**src/rtl/multicycle_control_fsm_if.sv**
```systemverilog
// Control bundle between the multicycle sequencer and the RV32I datapath:
// instruction fields and status flow in, enables and selects flow out.
interface multicycle_control_fsm_if;
  logic [6:0] Op;
  logic [2:0] funct3;
  logic       funct7b5;
  logic       Zero;
  logic       mem_ready;

  logic       PCWrite;
  logic       AdrSrc;
  logic       MemWrite;
  logic       IRWrite;
  logic [1:0] ResultSrc;
  logic [1:0] ALUSrcA;
  logic [1:0] ALUSrcB;
  logic [1:0] ImmSrc;
  logic [3:0] ALUControl;
  logic       RegWrite;
  logic       instr_done;
  logic       illegal_instr;

  // Datapath side: supplies instruction fields and flags, consumes controls.
  modport master (
    output Op, funct3, funct7b5, Zero, mem_ready,
    input  PCWrite, AdrSrc, MemWrite, IRWrite, ResultSrc, ALUSrcA, ALUSrcB,
           ImmSrc, ALUControl, RegWrite, instr_done, illegal_instr
  );

  // Sequencer side.
  modport slave (
    input  Op, funct3, funct7b5, Zero, mem_ready,
    output PCWrite, AdrSrc, MemWrite, IRWrite, ResultSrc, ALUSrcA, ALUSrcB,
           ImmSrc, ALUControl, RegWrite, instr_done, illegal_instr
  );
endinterface

```
**src/rtl/multicycle_control_fsm.sv**
```systemverilog
// Moore sequencer for a multicycle RV32I datapath with one shared ALU and a
// unified memory; stalls on mem_ready and forces all controls idle in reset.
module multicycle_control_fsm (
  input  logic                     clk,
  input  logic                     reset,
  multicycle_control_fsm_if.slave  bus
);

  localparam logic [3:0] FETCH    = 4'd0;
  localparam logic [3:0] DECODE   = 4'd1;
  localparam logic [3:0] MEMADR   = 4'd2;
  localparam logic [3:0] MEMREAD  = 4'd3;
  localparam logic [3:0] MEMWB    = 4'd4;
  localparam logic [3:0] MEMWRITE = 4'd5;
  localparam logic [3:0] EXECUTER = 4'd6;
  localparam logic [3:0] EXECUTEI = 4'd7;
  localparam logic [3:0] ALUWB    = 4'd8;
  localparam logic [3:0] BRANCH   = 4'd9;
  localparam logic [3:0] JAL      = 4'd10;

  localparam logic [3:0] RESET_STATE = FETCH;

  localparam logic [6:0] OP_LW    = 7'b0000011;
  localparam logic [6:0] OP_SW    = 7'b0100011;
  localparam logic [6:0] OP_RTYPE = 7'b0110011;
  localparam logic [6:0] OP_ITYPE = 7'b0010011;
  localparam logic [6:0] OP_BR    = 7'b1100011;
  localparam logic [6:0] OP_JAL   = 7'b1101111;

  localparam logic [3:0] ALU_ADD  = 4'b0000;
  localparam logic [3:0] ALU_SUB  = 4'b0001;
  localparam logic [3:0] ALU_AND  = 4'b0010;
  localparam logic [3:0] ALU_OR   = 4'b0011;
  localparam logic [3:0] ALU_XOR  = 4'b0100;
  localparam logic [3:0] ALU_SLT  = 4'b0101;
  localparam logic [3:0] ALU_SLTU = 4'b0110;
  localparam logic [3:0] ALU_SLL  = 4'b0111;
  localparam logic [3:0] ALU_SRL  = 4'b1000;
  localparam logic [3:0] ALU_SRA  = 4'b1001;

  localparam logic [1:0] SRC_A_PC    = 2'b00;
  localparam logic [1:0] SRC_A_OLDPC = 2'b01;
  localparam logic [1:0] SRC_A_RS1   = 2'b10;
  localparam logic [1:0] SRC_B_RS2   = 2'b00;
  localparam logic [1:0] SRC_B_IMM   = 2'b01;
  localparam logic [1:0] SRC_B_FOUR  = 2'b10;
  localparam logic [1:0] RES_ALUOUT  = 2'b00;
  localparam logic [1:0] RES_MEMDATA = 2'b01;
  localparam logic [1:0] RES_ALURES  = 2'b10;

  logic [3:0] state;
  logic [3:0] state_nxt;

  logic       pc_write;
  logic       adr_src;
  logic       mem_write;
  logic       ir_write;
  logic [1:0] result_src;
  logic [1:0] alu_src_a;
  logic [1:0] alu_src_b;
  logic [1:0] imm_src;
  logic [3:0] alu_ctl;
  logic [3:0] alu_dec;
  logic       reg_write;
  logic       done;
  logic       illegal;
  logic       br_ok;

  always_ff @(posedge clk) begin
    if (reset) state <= RESET_STATE;
    else       state <= state_nxt;
  end

  // Only beq/bne are implemented; other branch funct3 values decode as illegal.
  assign br_ok = (bus.funct3 == 3'b000) || (bus.funct3 == 3'b001);

  always_comb begin
    imm_src = 2'b00;
    case (bus.Op)
      OP_LW, OP_ITYPE: imm_src = 2'b00;
      OP_SW:           imm_src = 2'b01;
      OP_BR:           imm_src = 2'b10;
      OP_JAL:          imm_src = 2'b11;
      default:         imm_src = 2'b00;
    endcase
  end

  // Shared R/I decode; SUB is only legal in R form since I form has no SUBI.
  always_comb begin
    alu_dec = ALU_ADD;
    case (bus.funct3)
      3'b000: alu_dec = (bus.Op == OP_RTYPE && bus.funct7b5) ? ALU_SUB : ALU_ADD;
      3'b001: alu_dec = ALU_SLL;
      3'b010: alu_dec = ALU_SLT;
      3'b011: alu_dec = ALU_SLTU;
      3'b100: alu_dec = ALU_XOR;
      3'b101: alu_dec = bus.funct7b5 ? ALU_SRA : ALU_SRL;
      3'b110: alu_dec = ALU_OR;
      3'b111: alu_dec = ALU_AND;
      default: alu_dec = ALU_ADD;
    endcase
  end

  always_comb begin
    state_nxt  = FETCH;
    pc_write   = 1'b0;
    adr_src    = 1'b0;
    mem_write  = 1'b0;
    ir_write   = 1'b0;
    result_src = RES_ALUOUT;
    alu_src_a  = SRC_A_PC;
    alu_src_b  = SRC_B_RS2;
    alu_ctl    = ALU_ADD;
    reg_write  = 1'b0;
    done       = 1'b0;
    illegal    = 1'b0;
    case (state)
      FETCH: begin
        alu_src_a  = SRC_A_PC;
        alu_src_b  = SRC_B_FOUR;
        result_src = RES_ALURES;
        ir_write   = bus.mem_ready;
        pc_write   = bus.mem_ready;
        state_nxt  = bus.mem_ready ? DECODE : FETCH;
      end
      DECODE: begin
        // Branch target is computed here so BRANCH can reuse the ALU for SUB.
        alu_src_a = SRC_A_OLDPC;
        alu_src_b = SRC_B_IMM;
        case (bus.Op)
          OP_LW, OP_SW: state_nxt = MEMADR;
          OP_RTYPE:     state_nxt = EXECUTER;
          OP_ITYPE:     state_nxt = EXECUTEI;
          OP_JAL:       state_nxt = JAL;
          OP_BR: begin
            state_nxt = br_ok ? BRANCH : FETCH;
            illegal   = !br_ok;
          end
          default: begin
            state_nxt = FETCH;
            illegal   = 1'b1;
          end
        endcase
      end
      MEMADR: begin
        alu_src_a = SRC_A_RS1;
        alu_src_b = SRC_B_IMM;
        state_nxt = (bus.Op == OP_LW) ? MEMREAD : MEMWRITE;
      end
      MEMREAD: begin
        adr_src   = 1'b1;
        state_nxt = bus.mem_ready ? MEMWB : MEMREAD;
      end
      MEMWB: begin
        result_src = RES_MEMDATA;
        reg_write  = 1'b1;
        done       = 1'b1;
        state_nxt  = FETCH;
      end
      MEMWRITE: begin
        // Strobe stays up through the stall so the memory sees a stable request.
        adr_src   = 1'b1;
        mem_write = 1'b1;
        done      = bus.mem_ready;
        state_nxt = bus.mem_ready ? FETCH : MEMWRITE;
      end
      EXECUTER: begin
        alu_src_a = SRC_A_RS1;
        alu_src_b = SRC_B_RS2;
        alu_ctl   = alu_dec;
        state_nxt = ALUWB;
      end
      EXECUTEI: begin
        alu_src_a = SRC_A_RS1;
        alu_src_b = SRC_B_IMM;
        alu_ctl   = alu_dec;
        state_nxt = ALUWB;
      end
      ALUWB: begin
        result_src = RES_ALUOUT;
        reg_write  = 1'b1;
        done       = 1'b1;
        state_nxt  = FETCH;
      end
      BRANCH: begin
        alu_src_a  = SRC_A_RS1;
        alu_src_b  = SRC_B_RS2;
        alu_ctl    = ALU_SUB;
        result_src = RES_ALUOUT;
        pc_write   = bus.funct3[0] ? !bus.Zero : bus.Zero;
        done       = 1'b1;
        state_nxt  = FETCH;
      end
      JAL: begin
        // PC takes the target from ALUOut while the ALU forms OldPC+4 for rd.
        alu_src_a  = SRC_A_OLDPC;
        alu_src_b  = SRC_B_FOUR;
        result_src = RES_ALUOUT;
        pc_write   = 1'b1;
        state_nxt  = ALUWB;
      end
      default: state_nxt = FETCH;
    endcase
  end

  assign bus.PCWrite       = !reset && pc_write;
  assign bus.AdrSrc        = !reset && adr_src;
  assign bus.MemWrite      = !reset && mem_write;
  assign bus.IRWrite       = !reset && ir_write;
  assign bus.RegWrite      = !reset && reg_write;
  assign bus.instr_done    = !reset && done;
  assign bus.illegal_instr = !reset && illegal;
  assign bus.ResultSrc     = reset ? 2'b00 : result_src;
  assign bus.ALUSrcA       = reset ? 2'b00 : alu_src_a;
  assign bus.ALUSrcB       = reset ? 2'b00 : alu_src_b;
  assign bus.ImmSrc        = reset ? 2'b00 : imm_src;
  assign bus.ALUControl    = reset ? 4'b0000 : alu_ctl;

endmodule

```
**src/flat_wrapper.sv**
```systemverilog
// flat-port wrapper written by rule: the top's interface ports become plain ports
module multicycle_control_fsm_flat 
  (clk, reset, bus_Op, bus_funct3, bus_funct7b5, bus_Zero, bus_mem_ready, bus_PCWrite, bus_AdrSrc, bus_MemWrite, bus_IRWrite, bus_ResultSrc, bus_ALUSrcA, bus_ALUSrcB, bus_ImmSrc, bus_ALUControl, bus_RegWrite, bus_instr_done, bus_illegal_instr);
  multicycle_control_fsm_if bus_i ();
  input  logic clk;
  input  logic reset;
  input wire logic [$bits(bus_i.Op)-1:0] bus_Op;
  input wire logic [$bits(bus_i.funct3)-1:0] bus_funct3;
  input wire logic [$bits(bus_i.funct7b5)-1:0] bus_funct7b5;
  input wire logic [$bits(bus_i.Zero)-1:0] bus_Zero;
  input wire logic [$bits(bus_i.mem_ready)-1:0] bus_mem_ready;
  output wire logic [$bits(bus_i.PCWrite)-1:0] bus_PCWrite;
  output wire logic [$bits(bus_i.AdrSrc)-1:0] bus_AdrSrc;
  output wire logic [$bits(bus_i.MemWrite)-1:0] bus_MemWrite;
  output wire logic [$bits(bus_i.IRWrite)-1:0] bus_IRWrite;
  output wire logic [$bits(bus_i.ResultSrc)-1:0] bus_ResultSrc;
  output wire logic [$bits(bus_i.ALUSrcA)-1:0] bus_ALUSrcA;
  output wire logic [$bits(bus_i.ALUSrcB)-1:0] bus_ALUSrcB;
  output wire logic [$bits(bus_i.ImmSrc)-1:0] bus_ImmSrc;
  output wire logic [$bits(bus_i.ALUControl)-1:0] bus_ALUControl;
  output wire logic [$bits(bus_i.RegWrite)-1:0] bus_RegWrite;
  output wire logic [$bits(bus_i.instr_done)-1:0] bus_instr_done;
  output wire logic [$bits(bus_i.illegal_instr)-1:0] bus_illegal_instr;
  assign bus_i.Op = bus_Op;
  assign bus_i.funct3 = bus_funct3;
  assign bus_i.funct7b5 = bus_funct7b5;
  assign bus_i.Zero = bus_Zero;
  assign bus_i.mem_ready = bus_mem_ready;
  assign bus_PCWrite = bus_i.PCWrite;
  assign bus_AdrSrc = bus_i.AdrSrc;
  assign bus_MemWrite = bus_i.MemWrite;
  assign bus_IRWrite = bus_i.IRWrite;
  assign bus_ResultSrc = bus_i.ResultSrc;
  assign bus_ALUSrcA = bus_i.ALUSrcA;
  assign bus_ALUSrcB = bus_i.ALUSrcB;
  assign bus_ImmSrc = bus_i.ImmSrc;
  assign bus_ALUControl = bus_i.ALUControl;
  assign bus_RegWrite = bus_i.RegWrite;
  assign bus_instr_done = bus_i.instr_done;
  assign bus_illegal_instr = bus_i.illegal_instr;
  multicycle_control_fsm u_core (.clk(clk), .reset(reset), .bus(bus_i));
endmodule
```
**config.mk**
```make
export PLATFORM = sky130hd
export DESIGN_NAME = multicycle_control_fsm_flat
export DESIGN_NICKNAME = d
export VERILOG_FILES = /design/src/rtl/multicycle_control_fsm_if.sv /design/src/rtl/multicycle_control_fsm.sv /design/src/flat_wrapper.sv
export SDC_FILE = /design/constraint.sdc
export NUM_CORES = 1
export LEC_CHECK = 0
export CAP_MARGIN = 20
export CORE_ASPECT_RATIO = 1.1
export CORE_UTILIZATION = 35
export DETAILED_ROUTE_END_ITERATION = 16
export GPL_TIMING_DRIVEN = 0
export PLACE_DENSITY = 0.73
export SLEW_MARGIN = 40
export SYNTH_ARGS = -nofsm -noshare
export SYNTH_HDL_FRONTEND = slang
export SYNTH_SLANG_ARGS = --single-unit
```
**constraint.sdc**
```tcl
create_clock -name clk -period 1.2 [get_ports clk]
set_input_delay 0.12 -clock clk [delete_from_list [all_inputs] [get_ports clk]]
set_output_delay 0.12 -clock clk [all_outputs]
set_load 0.02 [all_outputs]
```
==> results by group <==
Global routing
  – Pin count of the biggest net entering global routing: 11
  – Grt ovf: 0
  – Aggregate global-route resource usage: 0.251
  – First-pass GRT wire length: ~4.3 mm
  – Initial antenna violation count: 0
  – Via count of the first global-routing pass: between 900 and 1000

Synthesis
  – Cell types with the highest counts after synthesis: 21 x nor2_1, 12 x a21oi_1, 8 x nand2_1
  – Mapped Cells: about 110
  – Post-synthesis sequential area ratio: 0.110
  – Synth Flop Type: dfxtp_1
  – Post-synthesis net count: about 130
  – Main combinational cell family by area after synthesis: simple AND/OR/NAND/NOR gates
  – Average size of a mapped cell: between 6 and 7 um^2
  – Synth area leader: dfxtp_1
  – Synth warnings: 0
  – Synth Area in XOR/XNOR: 0.0600
  – Synthesized-area fraction occupied by adder cells: 0
  – Count leader, synth: nor2_1
  – Synth area leaders: dfxtp_1 11%, nor2_1 11%, a21oi_1 8.2%, nor3_1 4.8%, nand2_1 4.1%
  – Compound-cell area share of the yosys netlist: 0.268
  – Mux cell area share after synthesis: 0.0446
  – Post-synth cell types: 44
  – Synth top area share: 0.110
  – Post-synth EDFFs: 0
  – Ys async rst share: 0
  – Area of the mapped netlist: between 700 and 800 um^2
  – Synth Area in Simple Gates: 0.437
  – Synthesis-stage register bit count: 4

Setup path
  – CP Class: reg2out
  – Cells on worst reg2reg path: 6
  – CP startpoint kind: flip-flop
  – Max stage delay on crit path: 0.40 ns
  – Slowest CP cell: or3b_4
  – CP Depth: 6
  – Nature of the critical path endpoint: primary output
  – Critical Path AT: 1.61 ns
  – Required @ worst endpoint: ~1.1 ns
  – Worst Path Max Fanout: 3
  – CP delay by family, top: simple AND/OR/NAND/NOR gates
  – CP Cell Sequence: nand2b_4 > or3b_4 > a21oi_2 > o31ai_1 > o32ai_2 > buf_4
  – Critical path buffer and inverter count: 1

Detailed routing
  – WL/cell: between 15 and 20 um
  – Final WL: between 3 and 4 mm
  – Vias after detailed routing: roughly 1100
  – DR pass1 iterations: 4
  – Routed Antenna Nets: 0
  – DR iter-0 viols: 38
  – DRC: 0
  – Avg Vias per Cell: ~5.8

Min path
  – Hold Crit Depth: 4
  – Hold Path Class: in2reg

Timing
  – Fmax: between 500 and 600 MHz
  – RSZ-0062 raised after global routing: yes
  – Final TNS setup: -6.46 ns
  – Clock period minus worst slack: 1.73 ns
  – Final period utilization: 1.44
  – Final hold vios: 0
  – Worst slew pin tran: 0.381 ns
  – Hold WS: 0.390 ns
  – Relative slew slack: 0.746
  – Slack of the critical path: -0.527 ns
  – Final Setup Violations: 20
  – Clock Skew: 0.00748 ns
  – Max-slew violation count: 0

Die
  – I/O pins: 34
  – Die height: around 50 um
  – Core Rows: 16
  – Initial core utilization: 0.392
  – Die area: 2270 um^2
  – Core area: 1860 um^2
  – Die X-Extent: between 40 and 50 um

Clock network
  – CTS Root Cell: clkbuf_4
  – Max Root-Sink Buffers: 2
  – Clk sinks: 4
  – CTS buffer count: 3
  – Worst-skew pair later-pin latency: between 0.2 and 0.25 ns
  – Clk pin slew, worst setup/hold paths: approximately 0.04 ns
  – # H-tree levels: 1
  – CTS tree: yes

Status
  – Failing checks: setup timing
  – Status: finished, violations left

Placed design
  – Placed cell count: 170
  – Pre-CTS setup slack: -1.00 ns
  – DP Area: ~1200 um^2
  – Port bufs: 32
  – Placed wire-length estimate: 1.76 mm
  – GP Congestion: 0.795

Cells and area
  – Antenna Cells: 0
  – Top flop regs: u_core.state x4
  – Post-Layout Inst Area: approximately 1600 um^2
  – Share of layout cells above drive strength 1: 0.653
  – Register area: slightly below 90 um^2
  – Non-Filler Instances: 194
  – Reg with most FFs: u_core.state
  – Max reg flops: 4
  – # nets final: between 150 and 200
  – Multi-input logic area: about 840 um^2
  – Finished Core Util: 0.837
  – Area grow syn2layout: 114%
  – # fillers: around 110

Power and ir drop
  – P per Cell Area: ~390 nW/um^2
  – Lkg Pwr: about 0.63 nW
  – Total Power: roughly 0.61 mW
  – Worst vdd ir: slightly above 0.6 mV

Job
  – Max cap viols: 0
-- power breakdown --
part	switching [mW]	internal (mW)
Clock	0.0568	0.112
Combinational	0.169	0.140
Sequential	0.00176	0.132
Total	0.227	0.384
-- routing by layer --
metal  wire length [um]  share of wire  vias to the layer above  global-route usage
met1               1260           0.37                      520               0.289
met3                231          0.068                       14              0.0366
li1                   -              -                      521                   -
met5                  0              0                        -                   0
met4                104          0.031                        0              0.0657
met2               1780           0.53                       72               0.460
-- cell usage in the layout, fill, tap and decap left out, types with 2 or more instances in the layout --
cell,Yosys,layout
a21oi_1,12,6
a21oi_2,0,5
buf_2,2,6
buf_4,1,24
buf_6,2,21
clkbuf_4,0,3
clkdlybuf4s50_1,0,3
dfxtp_4,0,2
dlygate4sd2_1,0,2
mux2_4,0,2
nand2_1,8,5
nand2_2,0,2
nand2b_4,1,3
nor2_1,21,14
nor2_2,0,2
nor2_4,0,5
nor2b_1,4,3
nor3_2,2,5
nor3_4,0,4
nor4_1,4,2
o21ai_1,1,2
o21ai_2,0,3
xnor2_1,3,2
xor2_1,2,2
-- logic make-up after synthesis --
kind of cell,Yosys count
compound gates,30
xor+xnor,5
buf+inv,10
flops,4
mux,3
simple gates,59
-- worst reg2reg max path, cell delays in order, from the launching register on --
cell,delay (ns)
dfxtp_1,0.30
buf_6,0.13
buf_6,0.14
inv_8,0.08
nand2_4,0.07
or4_1,0.50
a21oi_2,0.16
-- cell type report --
type                    count  share of cell area
clock buffers               3              0.0145
repair buffers             55               0.307
well taps                  27              0.0217
inverters                   2             0.00964
multi-input cells          97               0.537
flip-flops and latches      4              0.0570
plain buffers               6              0.0530
-- final timing paths --
check | start | end | slack, ns
setup reg to reg | u_core.state[0]$_SDFF_PP0_ | u_core.state[2]$_SDFF_PP0_ | -0.27
hold / removal | bus_Op[5] | u_core.state[0]$_SDFF_PP0_ | 0.39
hold reg to reg | u_core.state[3]$_SDFF_PP0_ | u_core.state[2]$_SDFF_PP0_ | 0.57
setup / recovery | u_core.state[3]$_SDFF_PP0_ | bus_ALUControl[0] | -0.53
-- what timing repair did --
item,CTS,global route
buffers inserted,9,15
hold buffers,0,0
pin swaps,24,14
endpoints found under the setup margin,23,23
gates resized for setup,166,37
cloned,0,0
Power figures use the tool's default switching activity.
